## config.mk

```make
export PLATFORM = sky130hd
export DESIGN_NAME = regfile_wb_arbiter
export DESIGN_NICKNAME = d
export VERILOG_FILES = /design/src/rtl/regfile_wb_arbiter.sv
export SDC_FILE = /design/constraint.sdc
export NUM_CORES = 1
export LEC_CHECK = 0
export ABC_AREA = 1
export BUFFER_PORTS_ARGS = -buffer_cell sky130_fd_sc_hd__buf_2
export CAP_MARGIN = 10
export CORE_MARGIN = 4
export CORE_UTILIZATION = 45
export CTS_CLUSTER_SIZE = 12
export DETAILED_ROUTE_END_ITERATION = 10
export PLACE_DENSITY = 0.71
export SLEW_MARGIN = 20
export SYNTH_ARGS = -nofsm -noshare
export SYNTH_HDL_FRONTEND = slang
export SYNTH_SLANG_ARGS = --single-unit
```

## constraint.sdc

```tcl
create_clock -name clk -period 10.8 [get_ports clk]
set_input_delay 0 -clock clk [delete_from_list [all_inputs] [get_ports clk]]
set_output_delay 0 -clock clk [all_outputs]
set_load 0.005 [all_outputs]
```

## src/rtl/regfile_wb_arbiter.sv

```systemverilog
// regfile_wb_arbiter: shares the register file write port between the WB stage
// (fixed priority) and a multi-cycle unit behind a one-entry skid buffer, and
// keeps a per-register busy scoreboard for outstanding MU destinations.
// Optional starvation guard: define ARB_STARVE_GUARD_EN.
module regfile_wb_arbiter #(
  parameter int DATA_W     = 64,
  parameter int REG_N      = 32,
  parameter int STARVE_MAX = 4
) (
  input  logic                     clk,
  input  logic                     reset,
  input  logic                     wb_valid,
  input  logic [$clog2(REG_N)-1:0] wb_rd,
  input  logic [DATA_W-1:0]        wb_data,
  input  logic                     mu_valid,
  output logic                     mu_ready,
  input  logic [$clog2(REG_N)-1:0] mu_rd,
  input  logic [DATA_W-1:0]        mu_data,
  input  logic                     iss_valid,
  input  logic [$clog2(REG_N)-1:0] iss_rd,
  input  logic [$clog2(REG_N)-1:0] chk_rs1,
  input  logic [$clog2(REG_N)-1:0] chk_rs2,
  input  logic [$clog2(REG_N)-1:0] chk_rd,
  output logic                     hazard,
  output logic                     wb_hold,
  output logic                     rf_we,
  output logic [$clog2(REG_N)-1:0] rf_rd,
  output logic [DATA_W-1:0]        rf_wdata
);

  localparam int AW = $clog2(REG_N);

  logic              buf_full;
  logic [AW-1:0]     buf_rd;
  logic [DATA_W-1:0] buf_data;
  logic [REG_N-1:0]  busy;
  logic [REG_N-1:0]  busy_nx;
  logic              accept;
  logic              wb_win;
  logic              buf_grant;
  logic              buf_drop;

  assign mu_ready  = ~buf_full;
  assign accept    = mu_valid & ~buf_full;
  assign wb_win    = wb_valid & (wb_rd != '0) & ~wb_hold;
  // An x0 entry never uses the port, so it is dropped regardless of WB.
  assign buf_drop  = buf_full & (buf_rd == '0);
  assign buf_grant = buf_full & (buf_rd != '0) & ~wb_win;
  assign hazard    = busy[chk_rs1] | busy[chk_rs2] | busy[chk_rd];

`ifdef ARB_STARVE_GUARD_EN
  localparam int CW = $clog2(STARVE_MAX + 1);

  logic [CW-1:0] starve_cnt;

  assign wb_hold = buf_full & (buf_rd != '0) & (starve_cnt == CW'(STARVE_MAX));

  // Saturating count of cycles the buffered entry has been denied the port.
  always_ff @(posedge clk or posedge reset) begin
    if (reset) begin
      starve_cnt <= '0;
    end else if (~buf_full || buf_drop || buf_grant) begin
      starve_cnt <= '0;
    end else if (starve_cnt != CW'(STARVE_MAX)) begin
      starve_cnt <= starve_cnt + 1'b1;
    end
  end
`else
  logic unused_starve;

  assign wb_hold       = 1'b0;
  assign unused_starve = (STARVE_MAX != 0);
`endif

  // Skid buffer: load on accept, empty on grant or x0 drop (never both at once).
  always_ff @(posedge clk or posedge reset) begin
    if (reset) begin
      buf_full <= 1'b0;
      buf_rd   <= '0;
      buf_data <= '0;
    end else if (accept) begin
      buf_full <= 1'b1;
      buf_rd   <= mu_rd;
      buf_data <= mu_data;
    end else if (buf_grant || buf_drop) begin
      buf_full <= 1'b0;
    end
  end

  // Scoreboard update; the set is applied last so it wins a same-register clear.
  always_comb begin
    busy_nx = busy;
    if (buf_grant) begin
      busy_nx[buf_rd] = 1'b0;
    end
    if (iss_valid && (iss_rd != '0)) begin
      busy_nx[iss_rd] = 1'b1;
    end
  end

  // Busy vector register.
  always_ff @(posedge clk or posedge reset) begin
    if (reset) begin
      busy <= '0;
    end else begin
      busy <= busy_nx;
    end
  end

  // Registered write port; address/data hold when no grant.
  always_ff @(posedge clk or posedge reset) begin
    if (reset) begin
      rf_we    <= 1'b0;
      rf_rd    <= '0;
      rf_wdata <= '0;
    end else if (wb_win) begin
      rf_we    <= 1'b1;
      rf_rd    <= wb_rd;
      rf_wdata <= wb_data;
    end else if (buf_grant) begin
      rf_we    <= 1'b1;
      rf_rd    <= buf_rd;
      rf_wdata <= buf_data;
    end else begin
      rf_we    <= 1'b0;
    end
  end

endmodule

```

==> impl_results.md, run 1 <==
- CP Data Required Time: 11.10 ns
- Final period util: about a fifth
- Yosys cell types: 29
- Max Slew Vio Count: 0
- Worst hold start: mu_valid
- Post-DRT Antenna Nets: 0
- Most Frequent Cell on Critical Path: inv_2
- RSZ-0062 raised after global routing: no
- H-tree lvl count: 4
- Die area: between 0.02 and 0.025 sq mm
- Syn avg cell area: 8.51 sq um
- Detailed Route WL: ~26,000 microns
- GR Util All Layers: a little over a quarter
- Vias/cell: between 5 and 6
- Slowest cell delay on critical path: a little under 0.5 ns
- Number of synthesized register bits: roughly 170
- Layout cells sized above 1: 26.9%
- Synth Instances: 962
- GPL Wtd Cong: roughly 0.91
- Post-CTS setup buffer count: 0
- Hold-fix buffers, CTS: 150
- Initial antenna violation count: 2
- DRT Pass-1 Iters: 5
- Yosys top cell area share: 52.6%
- Setup violations, final: 0
- Post-Syn Area: around 0.008 sq mm
- Internal: approximately 1.4 mW
- Setup TNS: 0 ns
- # IOs: about 240
- Critical path buffers and inverters: 3
- Vias in the first global route: slightly below 9,000
- Final hold viol count: 0
- Most common cell in the netlist: nand2_1
- Final net count: between 1,000 and 1,500
- Ys Warns: 0
- Kind of critical path: flip-flop to flip-flop
- Status: finished clean
- Core area: 0.0179 sq mm
- Die Wd: about 140 microns
- Crit Reg-Reg Startpoint: buf_rd[2]
- Max Fclk: about 460 MHz
- Sequential area share after synthesis: a little over half
- Setup crit start: buf_rd[2]
- Hold Crit Class: input port to flip-flop
- Power density cells: 176 mW/mm^2
- CP max-delay cell: inv_4
- Final instance area: around 0.012 sq mm
- Worst Setup Start Kind: flip-flop
- Clk buf depth: 2
- Total grt overflow: 0
- Synth top area cells: dfrtp_1 (53%), nand2_1 (17%), nand3_1 (7.2%)
- Clk_lat worst skew: 0.43 ns
- Cell family with most CP delay: buffers and inverters
- Total of max-cap violations: 0
- Largest net degree at the start of global routing: ~110
- Clk pwr share: 31.6%
- Placed cell area: 0.00944 sq mm
- Sw Pwr: about 0.65 mW
- Sink Count: around 170
- Area growth syn-to-layout: 41.2%
- Critical Path AT: 2.47 ns
- Fillers: 1,433
- Syn nets: around 1,100
- Worst Tran Pin Value: 0.971 ns
- Slew HR: 35.3%
- Worst-path clk slew: approximately 0.07 ns
- EDFF count, synth: 0
- DR WL/cell: ~17 microns
- Core Rows: between 40 and 50
- CTS tree: done
- Port buffer count: roughly 230
- DR vias: 8,118
- Primary FF master, synth: dfrtp_1
- Critical Path Fanout Max: approximately 50
- Combinational Power Share: about a quarter
- Post-DP HPWL: 16,500 microns
- Drt initial violations: between 400 and 500
- Period minus WS final: roughly 2.2 ns
- Synth cell count leaders: nand2_1 (360), dfrtp_1 (172), nand3_1 (118)
- Residual DRC count: 0
- Root Buffer: clkbuf_16
- Sw Ratio: about a third
- First-pass GRT wire length: 43,300 microns
- Pwr Total: just over 2 mW
- TritonCTS buffer count: 17
- Setup Skew: about 0.0083 ns
- R2r setup slk: approximately 8.6 ns
- Vert. Die Dim: around 140 microns
- Asr flop ratio synth: 100%
- Sequential Power Share: between 40% and 50%
- Initial core utilization: ~46%
- Worst-path cell chain: inv_2 -> nand3_4 -> o21ai_4 -> inv_2 -> nand2_4 -> inv_4 -> nand3_2 -> o21ai_0 -> nand2_1
- CP Capture Type: flip-flop
- P_leak: 5.78 nW
- Dominant cell type by area after synthesis: dfrtp_1
- Resized cells post-CTS: 0
- VDD IR-drop max: roughly 0.00011 V
[state kept, by name (all words and copies together), names as in the netlist]
signal,count
busy,32
rf_wdata,64
buf_full,1
buf_rd,5
buf_data,64
rf_rd,5
rf_we,1
[metrics by stage]
stage               cells  hold slack [ns]  util, %  worst slack, ns
global route         1568           0.0681     64.5             8.42
floorplan             962            0.133        -             6.14
CTS                  1566           0.0258     64.5             8.64
global placement     1384            0.218     52.7             8.76
detailed placement   1384            0.222     52.7             8.68
finish               1568           0.0317     64.5             8.63
[routing by layer]
metal / part of all wire (%) / wire length, microns / track usage, %
met1: 39 / 10300 / 32.3
met2: 49 / 12900 / 44.6
met3: 7.1 / 1890 / 5.96
met4: 4.6 / 1220 / 14.0
met5: 0 / 0 / 0
[cell type report]
| type | instances | area [sq um] | share of cell area (%) |
|---|---|---|---|
| clock inverters | 15 | 185 | 1.60 |
| inverters | 60 | 235 | 2.04 |
| well taps | 229 | 287 | 2.48 |
| flip-flops and latches | 172 | 4300 | 37.3 |
| multi-input cells | 686 | 3420 | 29.6 |
| repair buffers | 387 | 2700 | 23.3 |
| clock buffers | 17 | 425 | 3.68 |
| diodes | 2 | 5.00 | 0.0433 |
[path summary, 6_finish.rpt]
kind                                      to  cells after the start
min in group asynchronous       buf_data[14]                      3
max in group asynchronous       buf_data[11]                      4
worst max-delay path                busy[18]                      9
worst min-delay path                buf_full                      3
worst max register to register      busy[18]                      9
worst min register to register       busy[0]                      0
[cell usage in the layout (no fill, tap or decap), drive strengths merged]
master / count
a21oi: 20
buf: 237
bufinv: 3
clkbuf: 17
clkinv: 4
clkinvlp: 2
conb: 1
dfrtp: 172
diode: 2
dlygate4sd3: 150
inv: 66
mux2: 49
nand2: 374
nand3: 130
nand3b: 1
nand4: 2
nor2: 39
nor3: 4
o211ai: 22
o21ai: 43
o22ai: 1
[logic make-up after synthesis]
family	count (synthesis)	synth area share, %
other	1	0.0458
AO/OA/AOI/OAI	86	6.09
buffers and inverters	104	5.73
multiplexers	49	6.74
flip-flops	172	52.6
AND/OR/NAND/NOR	550	28.8
[power groups by stage]
stage               Combinational, mW  Sequential, mW  Clock, mW
floorplan                       0.281           0.886          0
global placement                0.413           0.912          0
detailed placement              0.427           0.916          0
CTS                             0.470           0.906      0.654
global route                    0.538           0.932      0.677
finish                          0.479           0.914      0.643
[worst reg2reg max path: stages (launching register included)]
cell and delay [ns]:
dfrtp_1 0.44, inv_2 0.11, nand3_4 0.13, o21ai_4 0.07
inv_2 0.08, nand2_4 0.19, inv_4 0.49, nand3_2 0.23
o21ai_0 0.23, nand2_1 0.08
Power figures use the tool's default switching activity.
==> inputs of run 2 (changes only) <==
==> constraint.sdc (replaced) <==
create_clock -name clk -period 2 [get_ports clk]
set_input_delay 0 -clock clk [delete_from_list [all_inputs] [get_ports clk]]
set_output_delay 0 -clock clk [all_outputs]
set_load 0.005 [all_outputs]
==> run 2 against run 1 <==
Effect of this change:
- via count is 0.71% higher
- critical path depth up 2
- non-clock buffer count up 11
- cell count grew 0.70%
- power grew to 5.5 times the previous value
- global-route usage shrank 0.32 points
- sequential power rose to 5.4 times the previous value
- largest cell class unchanged
- largest power group unchanged
==> impl_results.md, run 2 (synthesis gave the netlist of run 1 again) <==
- Worst Setup Start Kind: input port (was flip-flop)
- Sink Count: 172 (unchanged)
- DR WL/cell: 16.7 microns (was 16.8 microns)
- Worst Tran Pin Value: 0.728 ns (was 0.971 ns)
- CTS tree: done (unchanged)
- # IOs: 236 (unchanged)
- Setup violations, final: 0 (unchanged)
- Clk buf depth: 2 (unchanged)
- Post-DP HPWL: 17,200 microns (was 16,500 microns)
- Total grt overflow: 0 (unchanged)
- Sw Pwr: 3.49 mW (was 0.654 mW)
- Area growth syn-to-layout: 43.8% (was 41.2%)
- Final instance area: 0.0118 sq mm (was 0.0116 sq mm)
- Post-CTS setup buffer count: 0 (unchanged)
- Pwr Total: 11.2 mW (was 2.04 mW)
- Final hold viol count: 0 (unchanged)
- CP Data Required Time: 2.30 ns (was 11.10 ns)
- Drt initial violations: 520 (was 478)
- Detailed Route WL: 26,400 microns (about the same)
- Port buffer count: 234 (unchanged)
- Critical Path Fanout Max: 5 (was 51)
- Final net count: 1,498 (was 1,487)
- RSZ-0062 raised after global routing: no (unchanged)
- Slew HR: 51.4% (was 35.3%)
- Critical Path AT: 2.13 ns (was 2.47 ns)
- Setup Skew: 0.0106 ns (was 0.00825 ns)
- Dpl cells: 1,395 (was 1,384)
- Max Slew Vio Count: 0 (unchanged)
- Power density cells: 950 mW/mm^2 (was 176 mW/mm^2)
- Most common cell after layout, fill and taps aside: nand2_1 (unchanged)
- Final worst setup slack: 0.169 ns (was 8.63 ns)
- CP Capture Type: flip-flop (unchanged)
- H-tree lvl count: 4 (unchanged)
- DRT Pass-1 Iters: 5 (unchanged)
- WHS: 0.0173 ns (was 0.0317 ns)
- Biggest regs: buf_data x64, rf_wdata x64, busy x32 (unchanged)
- Placed cell area: 0.00962 sq mm (was 0.00944 sq mm)
- Core Rows: 49 (unchanged)
- Hold Crit Class: input port to flip-flop (unchanged)
- Commonest cells after routing, fill and taps aside: nand2_1 (359), buf_2 (234), dfrtp_1 (172), dlygate4sd3_1 (150), nand3_1 (118) (unchanged)
- TritonCTS buffer count: 17 (unchanged)
- Initial core utilization: 45.7% (unchanged)
- Period minus WS final: approximately 1.8 ns
- GPL Wtd Cong: 0.917 (was 0.908)
- Core area: 0.0179 sq mm (unchanged)
- Final period util: 91.5%
- GR Util All Layers: 26.3% (was 26.7%)
- Pre-CTS worst setup slack: 0.310 ns (was 8.68 ns)
- Post-DRT Antenna Nets: 0 (unchanged)
- Die Wd: 143 microns (unchanged)
- Total of max-cap violations: 0 (unchanged)
- Sequential Power Share: 44.1% (was 44.9%)
- Vert. Die Dim: 143 microns (unchanged)
- Residual DRC count: 0 (unchanged)
- Die area: 0.0204 sq mm (unchanged)
- Status: finished clean (unchanged)
- Clk pwr share: 32.2% (was 31.6%)
- First-pass GRT wire length: 42,800 microns (was 43,300 microns)
- Worst-path clk slew: 0.06 ns (was 0.07 ns)
- Resized cells post-CTS: 0 (unchanged)
- Final non-filler cell total: 1,579 (was 1,568)
- Vias in the first global route: 8,514 (was 8,652)
- Vias/cell: 5.18 (about the same)
- Largest net degree at the start of global routing: 57 (was 111)
- Kind of critical path: input port to flip-flop (was flip-flop to flip-flop)
- Setup TNS: 0 ns (unchanged)
- Initial antenna violation count: 1 (was 2)
- Max Fclk: ~550 MHz
- VDD IR-drop max: 0.000630 V (was 0.000114 V)
- Sw Ratio: 31.3% (was 32.1%)
- Clk_lat worst skew: 0.43 ns (about the same)
- Root Buffer: clkbuf_16 (unchanged)
- Combinational Power Share: 23.7% (was 23.5%)
- P_leak: 5.88 nW (was 5.78 nW)
- Layout cells sized above 1: 27.4% (was 26.9%)
- Internal: 7.68 mW (was 1.38 mW)
- Fillers: 1,380 (was 1,433)
- Final core occ: 65.7% (was 64.5%)
- DR vias: 8,176 (was 8,118)
==> run 2: critical path: stages <==
cell and delay [ns]:
dlygate4sd3_1 0.53, buf_2 0.13, inv_1 0.12, nand2_1 0.14, o21ai_1 0.19, inv_1 0.09, nand2_1 0.12, nor3_2 0.05
dlygate4sd3_1 0.61, nand2_1 0.09, nand2_1 0.05
==> run 2: timing repair <==
action | 4_1_cts | 5_1_grt
hold endpoints to repair | 185 | 0
setup endpoints to repair | 0 | 0
hold buffers | 150 | 0
==> run 2: layer usage <==
layer / share of wire (%) / global-route usage [%] / vias up
li1: - / - / 3864
met1: 38 / 31.3 / 3876
met2: 50 / 44.9 / 363
met3: 7.7 / 6.53 / 73
met4: 4.1 / 12.5 / 0
met5: 0 / 0 / -
==> run 2: area by class of cell <==
cell class	instances	area, sq um	area share, %
inverter	60	234	1.99
sequential	172	4300	36.6
multi-input combinational	686	3420	29.0
clock buffer	18	439	3.73
tap	229	287	2.43
timing repair buffer	398	2880	24.5
antenna	2	5.00	0.0425
clock inverter	14	204	1.73
==> run 2: final timing paths <==
path	end	start	slack [ns]	cells after the start
setup / recovery	busy[6]	iss_rd[1]	0.17	11
hold / removal	busy[25]	iss_valid	0.02	5
setup reg to reg	rf_wdata[15]	buf_rd[2]	0.27	8
hold reg to reg	busy[0]	busy[0]	0.45	0
max in group asynchronous	buf_data[43]	reset	1.03	4
min in group asynchronous	buf_data[24]	reset	0.25	3
==> run 2: power by group through the flow <==
stage,Clock (mW),Combinational (mW),Sequential [mW]
2_1_floorplan,0,1.52,4.79
3_3_place_gp,0,2.30,4.93
3_5_place_dp,0,2.38,4.95
4_1_cts,3.65,2.61,4.90
5_1_grt,3.83,2.98,5.02
6_report,3.60,2.65,4.93
